`config.mk`:
```
export PLATFORM = sky130hd
export DESIGN_NAME = ififo_loader_ctrl
export DESIGN_NICKNAME = d
export VERILOG_FILES = /design/src/rtl/ififo_ctrl_pkg.sv /design/src/rtl/sram_rd_agen.sv /design/src/rtl/ififo_loader_ctrl.sv
export SDC_FILE = /design/constraint.sdc
export NUM_CORES = 1
export LEC_CHECK = 0
export CORE_MARGIN = 5
export CORE_UTILIZATION = 59
export DETAILED_ROUTE_END_ITERATION = 16
export GPL_ROUTABILITY_DRIVEN = 1
export PLACE_DENSITY = 0.85
export SETUP_SLACK_MARGIN = 0.05
export SLEW_MARGIN = 20
export SYNTH_ARGS = -nofsm -noshare
export SYNTH_HDL_FRONTEND = slang
export SYNTH_SLANG_ARGS = --single-unit
```
`constraint.sdc`:
```
create_clock -name i_clk -period 4.4 [get_ports i_clk]
set_input_delay 0.88 -clock i_clk [delete_from_list [all_inputs] [get_ports i_clk]]
set_output_delay 0.88 -clock i_clk [all_outputs]
set_load 0.01 [all_outputs]
```
`src/rtl/ififo_ctrl_pkg.sv`:
```
// Shared types and default sizing for the input-FIFO loader controller.
package ififo_ctrl_pkg;

  function automatic int unsigned cnt_width(input int unsigned depth);
    return $clog2(depth) + 1;
  endfunction

  localparam int unsigned ROW_DEF   = 8;
  localparam int unsigned DEPTH_DEF = 64;
  localparam int unsigned AW_DEF    = 11;
  localparam int unsigned CW_DEF    = cnt_width(DEPTH_DEF);

  typedef enum logic [2:0] {
    StIdle,
    StFill,
    StDrain,
    StFlush,
    StDone
  } state_e;

endpackage

```
`src/rtl/sram_rd_agen.sv`:
```
// SRAM read address generator: issues one read per enabled, non-stalled cycle and
// produces the matching FIFO write strobe one cycle later (1-cycle SRAM latency).
module sram_rd_agen #(
  parameter int unsigned AW = 11,
  parameter int unsigned CW = 7
) (
  input  logic          i_clk,
  input  logic          i_rst_n,
  input  logic          i_load,
  input  logic [AW-1:0] i_base_addr,
  input  logic [CW-1:0] i_num,
  input  logic          i_issue_en,
  input  logic          i_ififo_full,
  output logic          o_sram_cen,
  output logic [AW-1:0] o_sram_addr,
  output logic          o_ififo_wr
);

  logic [AW-1:0] r_base;
  logic [CW-1:0] r_num;
  logic [CW-1:0] r_issued;
  logic          r_wr;
  logic          w_issue;

  assign w_issue = i_issue_en && (r_issued < r_num) && !i_ififo_full;

  always_ff @(posedge i_clk or negedge i_rst_n) begin
    if (!i_rst_n) begin
      r_base   <= '0;
      r_num    <= '0;
      r_issued <= '0;
      r_wr     <= 1'b0;
    end else begin
      if (i_load) begin
        r_base   <= i_base_addr;
        r_num    <= i_num;
        r_issued <= '0;
      end else if (w_issue) begin
        r_issued <= r_issued + CW'(1);
      end
      r_wr <= w_issue;
    end
  end

  // Address wraps naturally at 2^AW; a stall leaves r_issued and hence the address unchanged.
  assign o_sram_addr = r_base + AW'(r_issued);
  assign o_sram_cen  = !w_issue;
  assign o_ififo_wr  = r_wr;

endmodule

```
`src/rtl/ififo_loader_ctrl.sv`:
```
// Tile sequencer for the per-row input FIFO bank: FILL from activation SRAM,
// DRAIN into the PE array, FLUSH the row skew, then pulse done.
module ififo_loader_ctrl
  import ififo_ctrl_pkg::*;
#(
  parameter int unsigned ROW   = ROW_DEF,
  parameter int unsigned DEPTH = DEPTH_DEF,
  parameter int unsigned AW    = AW_DEF,
  parameter int unsigned CW    = cnt_width(DEPTH)
) (
  input  logic          i_clk,
  input  logic          i_rst_n,
  input  logic          i_start,
  input  logic [CW-1:0] i_num_vec,
  input  logic [AW-1:0] i_base_addr,
  output logic          o_sram_cen,
  output logic          o_sram_wen,
  output logic [AW-1:0] o_sram_addr,
  output logic          o_ififo_wr,
  input  logic          i_ififo_full,
  input  logic          i_array_ready,
  output logic          o_ififo_rd,
  output logic          o_busy,
  output logic          o_done,
  output logic          o_err
);

  localparam int unsigned FW = (ROW > 2) ? $clog2(ROW - 1) : 1;

  state_e        r_state;
  state_e        w_state_nxt;
  logic [CW-1:0] r_num;
  logic [CW-1:0] r_wr_cnt;
  logic [CW-1:0] r_rd_cnt;
  logic [FW-1:0] r_flush_cnt;
  logic          r_err;
  logic [CW-1:0] w_num_clamp;
  logic          w_accept;
  logic          w_issue_en;
  logic          w_wr;
  logic          w_rd;
  logic          w_last_wr;
  logic          w_last_rd;
  logic          w_flush_end;

  assign w_num_clamp = (i_num_vec > CW'(DEPTH)) ? CW'(DEPTH) : i_num_vec;
  assign w_accept    = (r_state == StIdle) && i_start;
  assign w_last_wr   = w_wr && (r_wr_cnt == r_num - CW'(1));
  assign w_last_rd   = w_rd && (r_rd_cnt == r_num - CW'(1));
  assign w_flush_end = (r_flush_cnt == FW'(ROW - 2));

  sram_rd_agen #(
    .AW (AW),
    .CW (CW)
  ) u_agen (
    .i_clk        (i_clk),
    .i_rst_n      (i_rst_n),
    .i_load       (w_accept),
    .i_base_addr  (i_base_addr),
    .i_num        (w_num_clamp),
    .i_issue_en   (w_issue_en),
    .i_ififo_full (i_ififo_full),
    .o_sram_cen   (o_sram_cen),
    .o_sram_addr  (o_sram_addr),
    .o_ififo_wr   (w_wr)
  );

  always_ff @(posedge i_clk or negedge i_rst_n) begin
    if (!i_rst_n) begin
      r_state <= StIdle;
    end else begin
      r_state <= w_state_nxt;
    end
  end

  always_comb begin
    w_state_nxt = r_state;
    unique case (r_state)
      StIdle:  if (i_start) w_state_nxt = (w_num_clamp == '0) ? StDone : StFill;
      StFill:  if (w_last_wr) w_state_nxt = StDrain;
      StDrain: if (w_last_rd) w_state_nxt = StFlush;
      StFlush: if (w_flush_end) w_state_nxt = StDone;
      StDone:  w_state_nxt = StIdle;
      default: w_state_nxt = StIdle;
    endcase
  end

  always_comb begin
    w_issue_en = 1'b0;
    w_rd       = 1'b0;
    o_busy     = 1'b1;
    o_done     = 1'b0;
    unique case (r_state)
      StIdle:  o_busy = 1'b0;
      StFill:  w_issue_en = 1'b1;
      StDrain: w_rd = i_array_ready;
      StFlush: ;
      StDone:  o_done = 1'b1;
      default: ;
    endcase
  end

  always_ff @(posedge i_clk or negedge i_rst_n) begin
    if (!i_rst_n) begin
      r_num       <= '0;
      r_wr_cnt    <= '0;
      r_rd_cnt    <= '0;
      r_flush_cnt <= '0;
      r_err       <= 1'b0;
    end else if (w_accept) begin
      r_num       <= w_num_clamp;
      r_wr_cnt    <= '0;
      r_rd_cnt    <= '0;
      r_flush_cnt <= '0;
      r_err       <= 1'b0;
    end else begin
      if (w_wr) r_wr_cnt <= r_wr_cnt + CW'(1);
      if (w_rd) r_rd_cnt <= r_rd_cnt + CW'(1);
      if (r_state == StFlush) r_flush_cnt <= r_flush_cnt + FW'(1);
      // A write landing while the bank reports full loses that vector.
      if (w_wr && i_ififo_full) r_err <= 1'b1;
    end
  end

  assign o_sram_wen = 1'b1;
  assign o_ififo_wr = w_wr;
  assign o_ififo_rd = w_rd;
  assign o_err      = r_err;

endmodule

```
==> impl_metrics.csv, run 1 <==
group,metric,value,unit
outcome,status,"finished, final reports clean",
power_and_ir_drop,leakagePower,1.64,nW
sta,fin_tns_setup,0,ns
placement,placed_area,3410,sq um
logic_synthesis,ys_ff_latch,47,
route,vias,2405,
logic_synthesis,async_flop_share,1.00,
grt,grt-ovfl-total,0,
clocking,cts.sinks,47,
final_layout,drive_gt1_frac,0.0551,
sta,slew_headroom,0.612,
final_layout,multi_input_area,1680,sq um
sta,timing.fmax,244,MHz
grt,grt_antenna_before_repair,0,
sta,setup_violations,0,
sta,fin_skew,0.00891,ns
clocking,cts_tree,"done",
sta,min_period,4.10,ns
floorplan,core,4820,sq um
logic_synthesis,synth_adder_area_share,0.0867,
final_layout,finalNetCount,406,
route,wl_per_cell,15.2,um
logic_synthesis,synth_nets,369,
setup_path,slowest_delay,0.56,ns
clocking,cts_resized,0,
setup_path,cp.arrival,3.22,ns
job,maxCapViolations,0,
setup_path,rrSetupSlack,1.77,ns
final_layout,final_common_cell,"nand2_1",
setup_path,endpoint_kind,"output pin",
clocking,cts_hold_buffers,0,
route,via_per_inst,5.59,
logic_synthesis,syn-instance-count,326,
floorplan,initial_utilization,0.617,
sta,hold_violations,0,
logic_synthesis,synth_ff_type,"dfrtp_1",
clocking,cts_buffer_depth,2,
clocking,clk_pin_slew,0.08,ns
sta,holdWs,0.492,ns
logic_synthesis,ys_types,49,
logic_synthesis,synth-xor-area-share,0.0985,
grt,grt_pass1_vias,2410,
sta,worstMarginPinSlew,0.582,ns
logic_synthesis,synth_area,2970,sq um
floorplan,die-area,6560,sq um
clocking,cts_made_buffers,5,
clocking,clock_latency,0.30,ns
route,postRouteAntennaNets,0,
power_and_ir_drop,p_per_area,650,nW/um^2
logic_synthesis,synthMuxAreaShare,0.0354,
setup_path,path_class,"reg -> out",
floorplan,die_h,81.0,um
setup_path,cp_common_cell,"o21ai_0",
route,wl,6.52,mm
final_layout,fillers,384,
sta,rsz0062_at_grt,"no",
placement,port_buffers,39,
power_and_ir_drop,vdd_drop_max,0.000399,V
grt,grt_max_degree,48,
clocking,postCtsSetupBuffers,0,
logic_synthesis,yosysSeqAreaShare,0.396,
final_layout,syn2layout_area_growth,18.2,%
grt,grt_pass1_wl,11.2,mm
setup_path,worstPathRequired,3.52,ns
floorplan,dieWidth,81.0,um
floorplan,ios,41,
logic_synthesis,ys.warnings.count,0,
logic_synthesis,synth_edf_count,0,
sta,min_period_over_period,0.931,
final_layout,postLayoutCellArea,3510,sq um
route,drcViolationCount,0,
logic_synthesis,syn_avg_cell_area,9.12,sq um
final_layout,ff_latch_area,1180,sq um
route,drtPass1Iterations,4,
sta,drv_slew,0,
placement,gp_congestion,0.936,
placement,dp_hpwl,4.84,mm
route,drt_iter0_drc,141,
logic_synthesis,synth_top_family_by_area,"simple AND/OR/NAND/NOR gates",
setup_path,cpMaxStageDelayCell,"clkdlybuf4s50_1",
final_layout,final_cell_mix,"nand2_1 (53), dfrtp_1 (47), clkdlybuf4s50_1 (38)",
logic_synthesis,synth_compound_area_frac,0.125,
final_layout,num_antenna_cells,0,
grt,grt_usage,0.219,
floorplan,rows,25,
setup_path,crit_path_max_fanout,6,
setup_path,crit_family,"compound AO/OA/AOI/OAI gates",
hold_path,worst_hold_path_type,"reg -> reg",
clocking,htreeDepth,2,
clocking,cts_root_buffer,"clkbuf_8",
setup_path,crit_chain,"ha_1 > inv_1 > fa_1 > nor2b_1 > o21ai_0 > a21boi_0 > o21ai_0 > a21boi_1 > o2111ai_1 > xnor2_1 > clkdlybuf4s50_1",
logic_synthesis,synthSimpleGateAreaFrac,0.218,
setup_path,critical_path.startpoint_type,"register",
setup_path,crit_buf_inv,2,
[through the flow]
stage / setup WS, ns / cells / util / power (W)
2_1_floorplan: 1.34 / 326 / - / 0.00160
3_3_place_gp: 0.739 / 423 / 0.708 / 0.00193
3_5_place_dp: 0.572 / 423 / 0.708 / 0.00198
4_1_cts: 0.238 / 430 / 0.729 / 0.00230
5_1_grt: 0.115 / 430 / 0.730 / 0.00247
6_report: 0.303 / 430 / 0.730 / 0.00228
[registers in the layout, summed over array words and instances, names as in the netlist]
name,cells
o_err,1
r_flush_cnt,3
r_num,7
r_rd_cnt,7
r_state,3
r_wr_cnt,7
u_agen.o_ififo_wr,1
u_agen.r_base,11
u_agen.r_issued,7
[Yosys cell counts (2+ instances only)]
library cell | count | area (sq um)
o21ai_0 | 14 | 70.1
a21oi_1 | 13 | 65.1
a311oi_1 | 2 | 17.5
inv_1 | 18 | 67.6
ha_1 | 19 | 238
nor3_1 | 5 | 25.0
clkbuf_1 | 6 | 22.5
or2_1 | 2 | 12.5
nor4_1 | 2 | 12.5
nand3_1 | 7 | 35.0
o2111ai_1 | 2 | 17.5
dfrtp_1 | 47 | 1180
buf_2 | 4 | 20.0
a21o_1 | 3 | 22.5
xor2_1 | 16 | 140
mux2i_1 | 9 | 90.1
a211oi_1 | 5 | 37.5
a21boi_0 | 3 | 22.5
nor2b_1 | 5 | 31.3
xnor2_1 | 13 | 114
nand2_1 | 53 | 199
nor2_1 | 29 | 109
nand4_1 | 7 | 43.8
nand2b_1 | 6 | 37.5
and3_1 | 3 | 18.8
nand3b_1 | 7 | 52.6
or3_1 | 4 | 25.0
[worst min-delay path: stages (launching register included)]
cell and delay [ns]:
dfrtp_1 0.35, nand2_1 0.06, nand2_1 0.06
[path summary, 6_finish.rpt]
kind / start / endpoint / depth (start not counted)
min reg2reg: u_agen.r_base[0]$_DFFE_PN0P_ / u_agen.r_base[0]$_DFFE_PN0P_ / 2
min in group asynchronous: i_rst_n / r_rd_cnt[1]$_DFFE_PN0P_ / 1
min: u_agen.r_base[0]$_DFFE_PN0P_ / u_agen.r_base[0]$_DFFE_PN0P_ / 2
max in group asynchronous: i_rst_n / r_wr_cnt[5]$_DFFE_PN0P_ / 1
max: u_agen.r_issued[0]$_DFFE_PN0P_ / o_sram_addr[10] / 11
max reg2reg: r_num[0]$_DFFE_PN0P_ / r_state[0]$_DFFE_PN0P_ / 9
[metal layers]
metal,wire length [um],vias to the layer above,GRT usage
met5,0,-,0
met4,96,0,0.0557
met3,229,9,0.0410
met2,3320,43,0.388
met1,2870,1167,0.274
li1,-,1186,-
[cells by family after synthesis]
logic type               after synthesis
XOR/XNOR                              31
adder cells (fa/ha/maj)               20
AO/OA/AOI/OAI                         53
flip-flops                            47
multiplexers                          10
AND/OR/NAND/NOR                      135
other                                  1
buffers and inverters                 29
[where the power goes]
| group | internal [W] | total, W | switching (W) |
|---|---|---|---|
| registers | 0.000583 | 0.000784 | 0.000201 |
| logic | 0.000605 | 0.00119 | 0.000589 |
| clock network | 0.000167 | 0.000305 | 0.000138 |
| total | 0.00135 | 0.00228 | 0.000929 |
[cell type report]
| cell class | count | share of cell area |
|---|---|---|
| inverters | 18 | 0.0192 |
| multi-input cells | 250 | 0.478 |
| clock inverters | 1 | 0.00854 |
| flip-flops and latches | 47 | 0.335 |
| clock buffers | 6 | 0.0206 |
| well taps | 67 | 0.0239 |
| repair buffers | 41 | 0.115 |
Note: power is estimated with default switching activity, not from simulation.
==> run 2: changes to the inputs <==
--- a/config.mk
+++ b/config.mk
@@ -7,6 +7,7 @@
 export LEC_CHECK = 0
 export CORE_MARGIN = 5
 export CORE_UTILIZATION = 59
+export CTS_CLUSTER_SIZE = 10
 export DETAILED_ROUTE_END_ITERATION = 16
 export GPL_ROUTABILITY_DRIVEN = 1
 export PLACE_DENSITY = 0.85
==> results of run 2 <==
No change in the layout: final DEF, timing and power equal those of run 1.
